**config.mk**
```make
export PLATFORM = sky130hd
export DESIGN_NAME = irq_reset_ctrl
export DESIGN_NICKNAME = d
export VERILOG_FILES = /design/src/rtl/irq_reset_ctrl.sv
export SDC_FILE = /design/constraint.sdc
export NUM_CORES = 1
export LEC_CHECK = 0
export CAP_MARGIN = 10
export CORE_MARGIN = 3
export CORE_UTILIZATION = 57
export CTS_CLUSTER_SIZE = 28
export DETAILED_ROUTE_END_ITERATION = 7
export PLACE_DENSITY = 0.82
export SETUP_SLACK_MARGIN = 0.1
export SYNTH_ARGS = -nofsm -noshare
export SYNTH_HDL_FRONTEND = slang
export SYNTH_SLANG_ARGS = --single-unit
```
**constraint.sdc**
```tcl
create_clock -name clk -period 6.3 [get_ports clk]
set_clock_uncertainty 0.2 [all_clocks]
set_input_delay 1.575 -clock clk [delete_from_list [all_inputs] [get_ports clk]]
set_output_delay 1.575 -clock clk [all_outputs]
set_load 0.01 [all_outputs]
```
**src/rtl/irq_reset_ctrl.sv**
```systemverilog
// irq_reset_ctrl: CPU reset generator plus N-source interrupt priority encoder
// driving the 68000 active-low IPL lines.
//
// Each source has its own IPL level (0 = disabled) and its own level/edge mode.
// Edge sources latch a pending bit, which an interrupt acknowledge of the
// matching level clears.
//
// Optional build macro: IPL_FILTER_EN. When it is defined, the IPL outputs
// change only after the winning level has been sampled equal on two
// consecutive cep ticks.
module irq_reset_ctrl #(
  parameter int unsigned        N_SRC      = 4,
  parameter int unsigned        RST_W      = 20,
  parameter logic [RST_W-1:0]   RST_CYCLES = 20'hFFFFF,
  parameter logic [3*N_SRC-1:0] SRC_LEVELS = {3'd1, 3'd4, 3'd5, 3'd6},
  parameter logic [N_SRC-1:0]   EDGE_MASK  = '0
) (
  input  logic             clk,
  input  logic             reset,
  input  logic             cep,
  input  logic [N_SRC-1:0] _irq_src,
  input  logic             iack,
  input  logic [2:0]       iack_level,
  output logic             _cpuReset,
  output logic [2:0]       _cpuIPL,
  output logic [N_SRC-1:0] pending,
  output logic [2:0]       active_src
);

  logic [RST_W-1:0] cnt_q, cnt_d;
  logic [N_SRC-1:0] sync1_q, sync2_q;   // raw active-low samples
  logic [N_SRC-1:0] sdly_q;             // active-high request, one clk later
  logic [N_SRC-1:0] pend_q, pend_d;
  logic [2:0]       ipl_q, ipl_d;
  logic [2:0]       act_q, act_d;
`ifdef IPL_FILTER_EN
  logic [2:0]       samp_q, samp_d;
`endif

  logic             cpu_run;
  logic [N_SRC-1:0] s;
  logic [2:0]       lvl;
  logic [2:0]       win;

  assign cpu_run    = (cnt_q == '0);
  assign s          = ~sync2_q;
  assign _cpuReset  = cpu_run;
  assign _cpuIPL    = ipl_q;
  assign pending    = pend_q;
  assign active_src = act_q;

  // Reset hold counter: counts cep ticks down to zero and then sticks there.
  always_comb begin
    cnt_d = cnt_q;
    if (cep && (cnt_q != '0)) cnt_d = cnt_q - 1'b1;
  end

  // Pending bits: level sources follow the request; edge sources set on a rising
  // request and clear on a matching acknowledge, with set taking priority.
  always_comb begin
    pend_d = '0;
    if (cpu_run) begin
      for (int unsigned i = 0; i < N_SRC; i++) begin
        if (SRC_LEVELS[3*i +: 3] != 3'd0) begin
          if (EDGE_MASK[i])
            pend_d[i] = (s[i] & ~sdly_q[i]) |
                        (pend_q[i] & ~(iack && (iack_level == SRC_LEVELS[3*i +: 3])));
          else
            pend_d[i] = s[i];
        end
      end
    end
  end

  // Priority encoder: highest pending level wins; a strict compare keeps the
  // lowest index among sources that share that level.
  always_comb begin
    lvl = 3'd0;
    win = 3'd0;
    for (int unsigned i = 0; i < N_SRC; i++) begin
      if (pend_q[i] && (SRC_LEVELS[3*i +: 3] > lvl)) begin
        lvl = SRC_LEVELS[3*i +: 3];
        win = 3'(i);
      end
    end
  end

  // Output register: loads on cep ticks and is parked inactive while the CPU
  // is still held in reset.
  always_comb begin
    ipl_d  = ipl_q;
    act_d  = act_q;
`ifdef IPL_FILTER_EN
    samp_d = samp_q;
`endif
    if (!cpu_run) begin
      ipl_d  = 3'b111;
      act_d  = 3'd0;
`ifdef IPL_FILTER_EN
      samp_d = 3'd0;
`endif
    end else if (cep) begin
`ifdef IPL_FILTER_EN
      // The new level is accepted only when it matches the previous sample.
      samp_d = lvl;
      if (lvl == samp_q) begin
        ipl_d = ~lvl;
        act_d = win;
      end
`else
      ipl_d = ~lvl;
      act_d = win;
`endif
    end
  end

  // State registers with asynchronous reset.
  always_ff @(posedge clk or posedge reset) begin
    if (reset) begin
      cnt_q   <= RST_CYCLES;
      sync1_q <= '1;
      sync2_q <= '1;
      sdly_q  <= '0;
      pend_q  <= '0;
      ipl_q   <= 3'b111;
      act_q   <= 3'd0;
`ifdef IPL_FILTER_EN
      samp_q  <= 3'd0;
`endif
    end else begin
      cnt_q   <= cnt_d;
      sync1_q <= _irq_src;
      sync2_q <= sync1_q;
      sdly_q  <= s;
      pend_q  <= pend_d;
      ipl_q   <= ipl_d;
      act_q   <= act_d;
`ifdef IPL_FILTER_EN
      samp_q  <= samp_d;
`endif
    end
  end

endmodule
```
Word level (Yosys, flattened, before mapping)
Index checks and enable logic that the tools add are counted.
{ "word_totals": {"output_inout_bits": 11, "reg_bits": 38, "elab_cells": 31, "in_bits": 11} }
{ "op_classes": {"eq_ne": 1, "n_lt_le_gt_ge": 3, "mux": 12, "n_reduce_logical": 6, "n_addsub": 1, "bitwise": 2} }
{ "ops": {"columns": ["op", "count"], "rows": [
  ["$mux 3", 10],
  ["$logic_not 20->1", 1],
  ["$reduce_bool 20->1", 1],
  ["$sub 20x1->20 const B", 1],
  ["$gt 3x3->1 const A", 2],
  ["$logic_and 1x1->1", 4],
  ["$mux 4", 1],
  ["$not 4->4", 1],
  ["$gt 1x3->1 const A", 1],
  ["$not 3->3", 1],
  ["$ne 2x2->1 const B", 1],
  ["$mux 1", 1]
]} }

Depth between registers and ports, before layout
Gate-level depths: netlist of the first run.
{ "logic_depth": {"word_depth": 13, "mapped_depth": 8, "mapped_depth_nobuf": 7} }

Worst setup path after synthesis of the first run
No wires, ideal clock.
{ "synth_timing": {"kind": "register to output", "start": "register cnt_q[0]", "end": "output _cpuReset", "stages_incl_launch_ff": 8, "path_slack_ns": 3.022, "arrival_time_ns": 1.503, "path_buffers": 1, "required_ns": 4.525, "path_cell_list": "dfstp_2 -> inv_1 -> ha_1 -> nor4b_1 -> nand4_1 -> or2_2 -> clkbuf_1 -> inv_1"} }
{ "synth_via": {"elab_chain_len": 1} }
{ "synth_rtl": {"columns": ["element", "line_no", "source"], "rows": [
  ["from (decl)", "30", "logic [RST_W-1:0] cnt_q, cnt_d;"],
  ["from (signal assigned)", "131", "cnt_q <= cnt_d;"],
  ["$logic_not 20->1", "45", "assign cpu_run = (cnt_q == '0);"],
  ["to (decl)", "24", "output logic _cpuReset,"]
]} }
Every way passes these cells.

Worst setup path after layout of the first run
Same ends and word-level chain as after synthesis.

==> out/metrics.yaml, run 1 <==
critical_path:
  path_max_fanout: 8
  start_kind: "flip-flop"
  critPathKind: "reg2out"
  required_ns: 4.53
  crit_path_end_kind: "output pin"
  path_buf_inv: 3
  cpPeakStageDelay_ns: 0.55
  cpMostUsedCell: "inv_1"
  cp_cell_sequence: "inv_1, ha_1, nor4b_1, nand4_1, or2_2, inv_1, clkdlybuf4s50_1"
  critical-path-top-delay-family: "simple AND/OR/NAND/NOR gates"
  cp_data_arrival_time_ns: 2.54
  crit_slowest_cell: "clkdlybuf4s50_1"
placement:
  globalplace.congestion: 0.815
  dpl_cell_area_mm2: 0.00182
  hpwl_um: 2030
  io_buffers: 16
sta:
  period_minus_slack_ns: 4.31
  slew_headroom_pct: 43.1
  hold_viol: 0
  slew_violations: 0
  finalCritPeriodShare_pct: 68.4
  finalSetupViolCount: 0
  tightest_slew_ns: 0.846
  maxClockFrequency_mhz: 232
  rsz0062_at_grt: "false"
  setup_tns_ns: 0
clock_network:
  clk_latency_ns: 0.34
  cts_made_buffers: 5
  htreeDepth: 2
  cts_tree: "built"
  root_buffer: "clkbuf_4"
  path_clk_slew_ns: 0.12
  clock_path_buffers: 2
  post-cts-setup-buffers: 0
  clock-sinks: 37
  holdBufCountCts: 0
  post_cts_resized: 0
floorplan:
  die_x_um: 59.7
  initial_core_util_pct: 63.0
  core_mm2: 0.00261
  die_y_um: 59.7
  rows: 18
  dieArea_mm2: 0.00357
  pin_count: 22
drt:
  ant_nets: 0
  vias: 1104
  drt_wl_total_um: 2870
  drc: 0
  dr.first_iter.drc_count: 36
  routedWlPerCell_um: 14.8
  dr.pass1.iters: 4
  post_drt_via_cell_ratio: 5.69
synth:
  yosysMostFrequentCell: "dfstp_2"
  yosys_register_bits: 37
  yosysTopAreaCellShare_pct: 49.5
  avgSynthCellArea_um2: 11.4
  async_reset_ff_share_pct: 100
  yosysWarnings: 0
  synth_common_cells: "31 x dfstp_2, 13 x xor2_1, 10 x nand2_1, 10 x nor2_1, 9 x nor3_1"
  synth_edf_count: 0
  ys_types: 37
  syn_inst: 144
  netlist_area_mm2: 0.00165
  synth_nets: 157
  synthFlopType: "dfstp_2"
  synth_top_area_cell: "dfstp_2"
  ys_top_cells_by_area: "dfstp_2 50%, dfrtp_1 9.1%, xor2_1 6.9%"
  synth-seq-area-share_pct: 58.6
flow_run:
  drv_cap: 0
power:
  netSwitchingFraction_pct: 35.4
  p_int_uw: 505
  p_clk_share_pct: 21.1
  p_seq_share_pct: 47.9
  powerDensity_mw_per_mm2: 411
  combPwrFrac_pct: 31.0
  power_switching_uw: 277
  p_leak_nw: 0.865
  irDropWorstVdd_mv: 0.359
cells_and_area:
  nNetsFinal: 176
  layout-area-overhead-vs-synth_pct: 15.7
  n_antenna_cell: 0
  drive_gt1_share_pct: 29.3
  final_area_mm2: 0.00190
grt:
  grt_max_degree: 38
  gr-usage-all-layers_pct: 18.3
  grt_first_pass_wirelength_um: 4810
  antenna_found_initial: 0
  grt-ovfl-total: 0
  grt_pass1_vias: 1070
worst_hold_path:
  hold_class: "reg2reg"
run_status:
  status: "finished, final reports clean"
## cells in the final DEF, fill, tap and decap left out, types with 2 or more instances in the layout
master	Yosys	routed
dfstp_2	31	31
nor2b_1	2	2
nor3_1	9	9
or2_2	3	3
nor4b_1	2	2
nand4_1	4	4
o21ai_0	8	8
nand2b_1	2	2
nand2_1	10	10
clkdlybuf4s50_1	0	16
ha_1	2	2
xor2_1	13	13
clkbuf_4	0	5
nand3_1	3	3
nor4_1	5	5
xnor2_1	2	2
dfrtp_1	6	6
inv_1	7	7
nor2_1	10	10
a21oi_1	4	4
## area by class of cell
cell class              count  area, µm²
flip-flops and latches     37        965
inverters                   7       26.3
clock buffers               5       37.5
multi-input cells          95        624
repair buffers             17        168
well taps                  30       37.5
fillers                   188        708
clock inverters             3       46.3
## registers in the layout (all words and copies together), names as in the netlist
signal and flops:
_cpuIPL 3, active_src 2, pending 4, sync2_q 4, cnt_q 20, sync1_q 4
## cells by family after synthesis
group           count (synthesis)  share of synthesized area, %
compound gates                 19                          7.68
flops                          37                          58.6
xor+xnor                       15                          7.99
mux                             1                         0.608
simple gates                   57                          19.9
buf+inv                        12                          3.42
fa+ha+maj                       2                          1.52
other cells                     1                         0.228
## path summary, 6_finish.rpt
check | start | cells past startpoint | end | slack, ns
setup / recovery | cnt_q[0] | 7 | _cpuReset | 1.99
hold / removal | sync1_q[3] | 0 | sync2_q[3] | 0.16
setup reg to reg | cnt_q[14] | 4 | cnt_q[12] | 3.94
hold reg to reg | sync1_q[3] | 0 | sync2_q[3] | 0.16
max in group asynchronous | reset | 3 | cnt_q[14] | 4.14
min in group asynchronous | reset | 3 | active_src[0] | 1.41
## layer usage
layer | vias up | routed length [µm] | track usage [%]
met5 | - | 0 | 0
met4 | 0 | 34 | 7.59
met3 | 3 | 109 | 4.54
met2 | 21 | 1440 | 29.3
met1 | 547 | 1280 | 23.7
li1 | 533 | - | -
## per-stage QoR
stage / utilization [%] / std cells / total power, mW / hold WS (ns) / setup slack (ns)
after detailed placement: 69.7 / 186 / 0.620 / 0.148 / 2.37
after global placement: 69.7 / 186 / 0.602 / 0.146 / 2.46
after global routing: 72.9 / 194 / 0.838 / 0.158 / 1.83
after CTS: 72.9 / 194 / 0.788 / 0.163 / 1.98
final: 72.9 / 194 / 0.782 / 0.162 / 1.99
after floorplan: - / 144 / 0.572 / 0.145 / 3.02
## power by group through the flow
stage / Sequential, mW / Clock [mW] / Combinational, mW
after floorplan: 0.361 / 0 / 0.212
after global placement: 0.372 / 0 / 0.231
after detailed placement: 0.378 / 0 / 0.241
final: 0.375 / 0.165 / 0.242
after global routing: 0.383 / 0.180 / 0.274
after CTS: 0.374 / 0.170 / 0.244
No activity file was read; power rests on OpenSTA's default activity.
==> inputs of run 2 (changes only) <==
- CORE_UTILIZATION: 57 -> 53
- PLACE_DENSITY: 0.82 -> 0.77
- clock period: 6.3 -> 4.23 ns (I/O delays scaled with it)
==> run 2 against run 1 <==
Routed wire length rose by 0.21%. Largest cell class unchanged. Setup slack got worse by 1.5 ns. Design area barely moved. Final cell count rose by 0.52%. Sequential share of layout area barely moved. Critical endpoint unchanged. Highest routed layer unchanged. Critical path type unchanged. Power rose by 50%. First-iteration DRC count rose by 72%.
==> out/metrics.yaml, run 2 (synthesis results as in run 1) <==
cells_and_area:
  largest_reg_flops: 20  # unchanged
  final.fill_count: 221  # +18%
  multi_input_area_um2: 624  # unchanged
  n_antenna_cell: 0  # unchanged
  layout_commonest_cell: "dfstp_2"
  regMostFlops: "cnt_q"
  drive_gt1_share_pct: 29.3  # unchanged
  ff_latch_area_um2: 965  # unchanged
  final_cell_mix: "31 x dfstp_2, 16 x clkdlybuf4s50_1, 13 x xor2_1"
  nNetsFinal: 176  # unchanged
  layout-area-overhead-vs-synth_pct: 15.8  # about the same
drt:
  post_drt_via_cell_ratio: 5.68  # -0.24%
  vias: 1107  # +0.27%
  dr.pass1.iters: 4  # unchanged
  routedWlPerCell_um: 14.7  # -0.30%
  dr.first_iter.drc_count: 62  # +72%
  ant_nets: 0  # unchanged
  drc: 0  # unchanged
  drt_wl_total_um: 2870  # +0.21%
sta:
  rsz0062_at_grt: "false"
  finalCritPeriodShare_pct: 89.1
  tightest_slew_ns: 0.920  # +0.0735 ns
  maxClockFrequency_mhz: 265
  finalSetupViolCount: 0  # unchanged
  hold_viol: 0  # unchanged
  setup_slack_ns: 0.462  # -1.53 ns
  slew_headroom_pct: 38.6  # -4.4 points
  setup_tns_ns: 0  # unchanged
  period_minus_slack_ns: 3.77
  slew_violations: 0  # unchanged
critical_path:
  r2r_end: "cnt_q[18]"
  required_ns: 2.97  # -1.56 ns
  start_kind: "flip-flop"
  cpPeakStageDelay_ns: 0.56  # about the same
  r2r_slack_ns: 1.86  # -2.08 ns
  cpMostUsedCell: "inv_1"
  r2r_cells: 4  # unchanged
  cp_data_arrival_time_ns: 2.51  # -0.03 ns
  crit_slowest_cell: "clkdlybuf4s50_1"
  regToRegStartpoint: "cnt_q[14]"
  critPathKind: "reg2out"
  cp_cell_sequence: "inv_1, ha_1, nor4b_1, nand4_1, or2_2, inv_1, clkdlybuf4s50_1"
  path_buf_inv: 3  # unchanged
  path_max_fanout: 8  # unchanged
  critical-path-top-delay-family: "buffers and inverters"
  crit_path_end_kind: "output pin"
clock_network:
  post-cts-setup-buffers: 0  # unchanged
  post_cts_resized: 0  # unchanged
  cts_tree: "built"
  clk_latency_ns: 0.34  # about the same
  holdBufCountCts: 0  # unchanged
  clock_path_buffers: 2  # unchanged
  path_clk_slew_ns: 0.12  # about the same
  htreeDepth: 2  # unchanged
  cts_made_buffers: 5  # unchanged
  clock-sinks: 37  # unchanged
  root_buffer: "clkbuf_4"
grt:
  gr-usage-all-layers_pct: 18.0  # -0.32 points
  grt_pass1_vias: 1088  # +1.7%
  grt-ovfl-total: 0  # unchanged
  grt_first_pass_wirelength_um: 4930  # +2.4%
  antenna_found_initial: 0  # unchanged
  grt_max_degree: 27  # -29%
power:
  p_leak_nw: 0.865  # unchanged
  powerDensity_mw_per_mm2: 614  # +50%
  irDropWorstVdd_mv: 0.369  # +3.0%
flow_run:
  drv_cap: 0  # unchanged
worst_hold_path:
  hp-start: "sync1_q[3]"
  hold_depth: 0  # unchanged
  min_to: "sync2_q[3]"
  hold_class: "reg2reg"
placement:
  globalplace.congestion: 0.876  # +7.4%
  dp_slack_ns: 0.846  # -1.53 ns
  hpwl_um: 2080  # +2.6%
  io_buffers: 16  # unchanged
floorplan:
  pin_count: 22  # unchanged
  die_y_um: 61.7  # +3.3%
  rows: 19  # +1
  core_mm2: 0.00285  # +9.2%
  dieArea_mm2: 0.00381  # +6.8%
  die_x_um: 61.7  # +3.3%
  initial_core_util_pct: 57.7  # -5.3 points
run_status:
  status: "finished, final reports clean"
==> run 2: cell counts in the layout (fill, tap and decap cells not counted) <==
No cell type changed its count.
==> run 2: final cells by class <==
type                    instances  share of cell area [%]
repair buffers                 17                    8.80
multi-input cells              95                    32.8
inverters                       7                    1.38
well taps                      31                    2.04
clock inverters                 3                    2.43
flip-flops and latches         37                    50.6
clock buffers                   5                    1.97
==> run 2: worst max path at each step <==
stage,endpoint,slack (ns),start,depth (start not counted)
after floorplan,_cpuReset,1.47,cnt_q[0],7
after global placement,_cpuReset,0.91,cnt_q[1],7
after detailed placement,_cpuReset,0.85,cnt_q[1],7
after CTS,_cpuReset,0.43,cnt_q[0],7
after global routing,_cpuReset,0.28,cnt_q[0],7
final,_cpuReset,0.46,cnt_q[0],7
==> run 2: power breakdown <==
part           switching, mW  leakage (nW)  internal, mW
registers             0.0766         0.408         0.479
clock network          0.123        0.0414         0.125
logic                  0.218         0.416         0.148
==> run 2: stage by stage <==
| stage | instance area, µm² | instances | util, % | total power, mW | hold WS [ns] |
|---|---|---|---|---|---|
| 2_1_floorplan | 1650 | 144 | - | 0.852 | 0.145 |
| 6_report | 1910 | 195 | 66.8 | 1.17 | 0.164 |
| 3_5_place_dp | 1820 | 187 | 63.9 | 0.920 | 0.147 |
| 4_1_cts | 1910 | 195 | 66.8 | 1.18 | 0.165 |
| 5_1_grt | 1910 | 195 | 66.8 | 1.25 | 0.169 |
| 3_3_place_gp | 1820 | 187 | 63.9 | 0.898 | 0.146 |
==> run 2: metal layers <==
| metal | wire length, µm | GRT usage (%) | vias to the layer above |
|---|---|---|---|
| met5 | 0 | 0 | - |
| met1 | 1250 | 22.4 | 547 |
| met4 | 27 | 6.36 | 0 |
| met3 | 127 | 7.02 | 2 |
| met2 | 1460 | 28.6 | 22 |
| li1 | - | - | 536 |
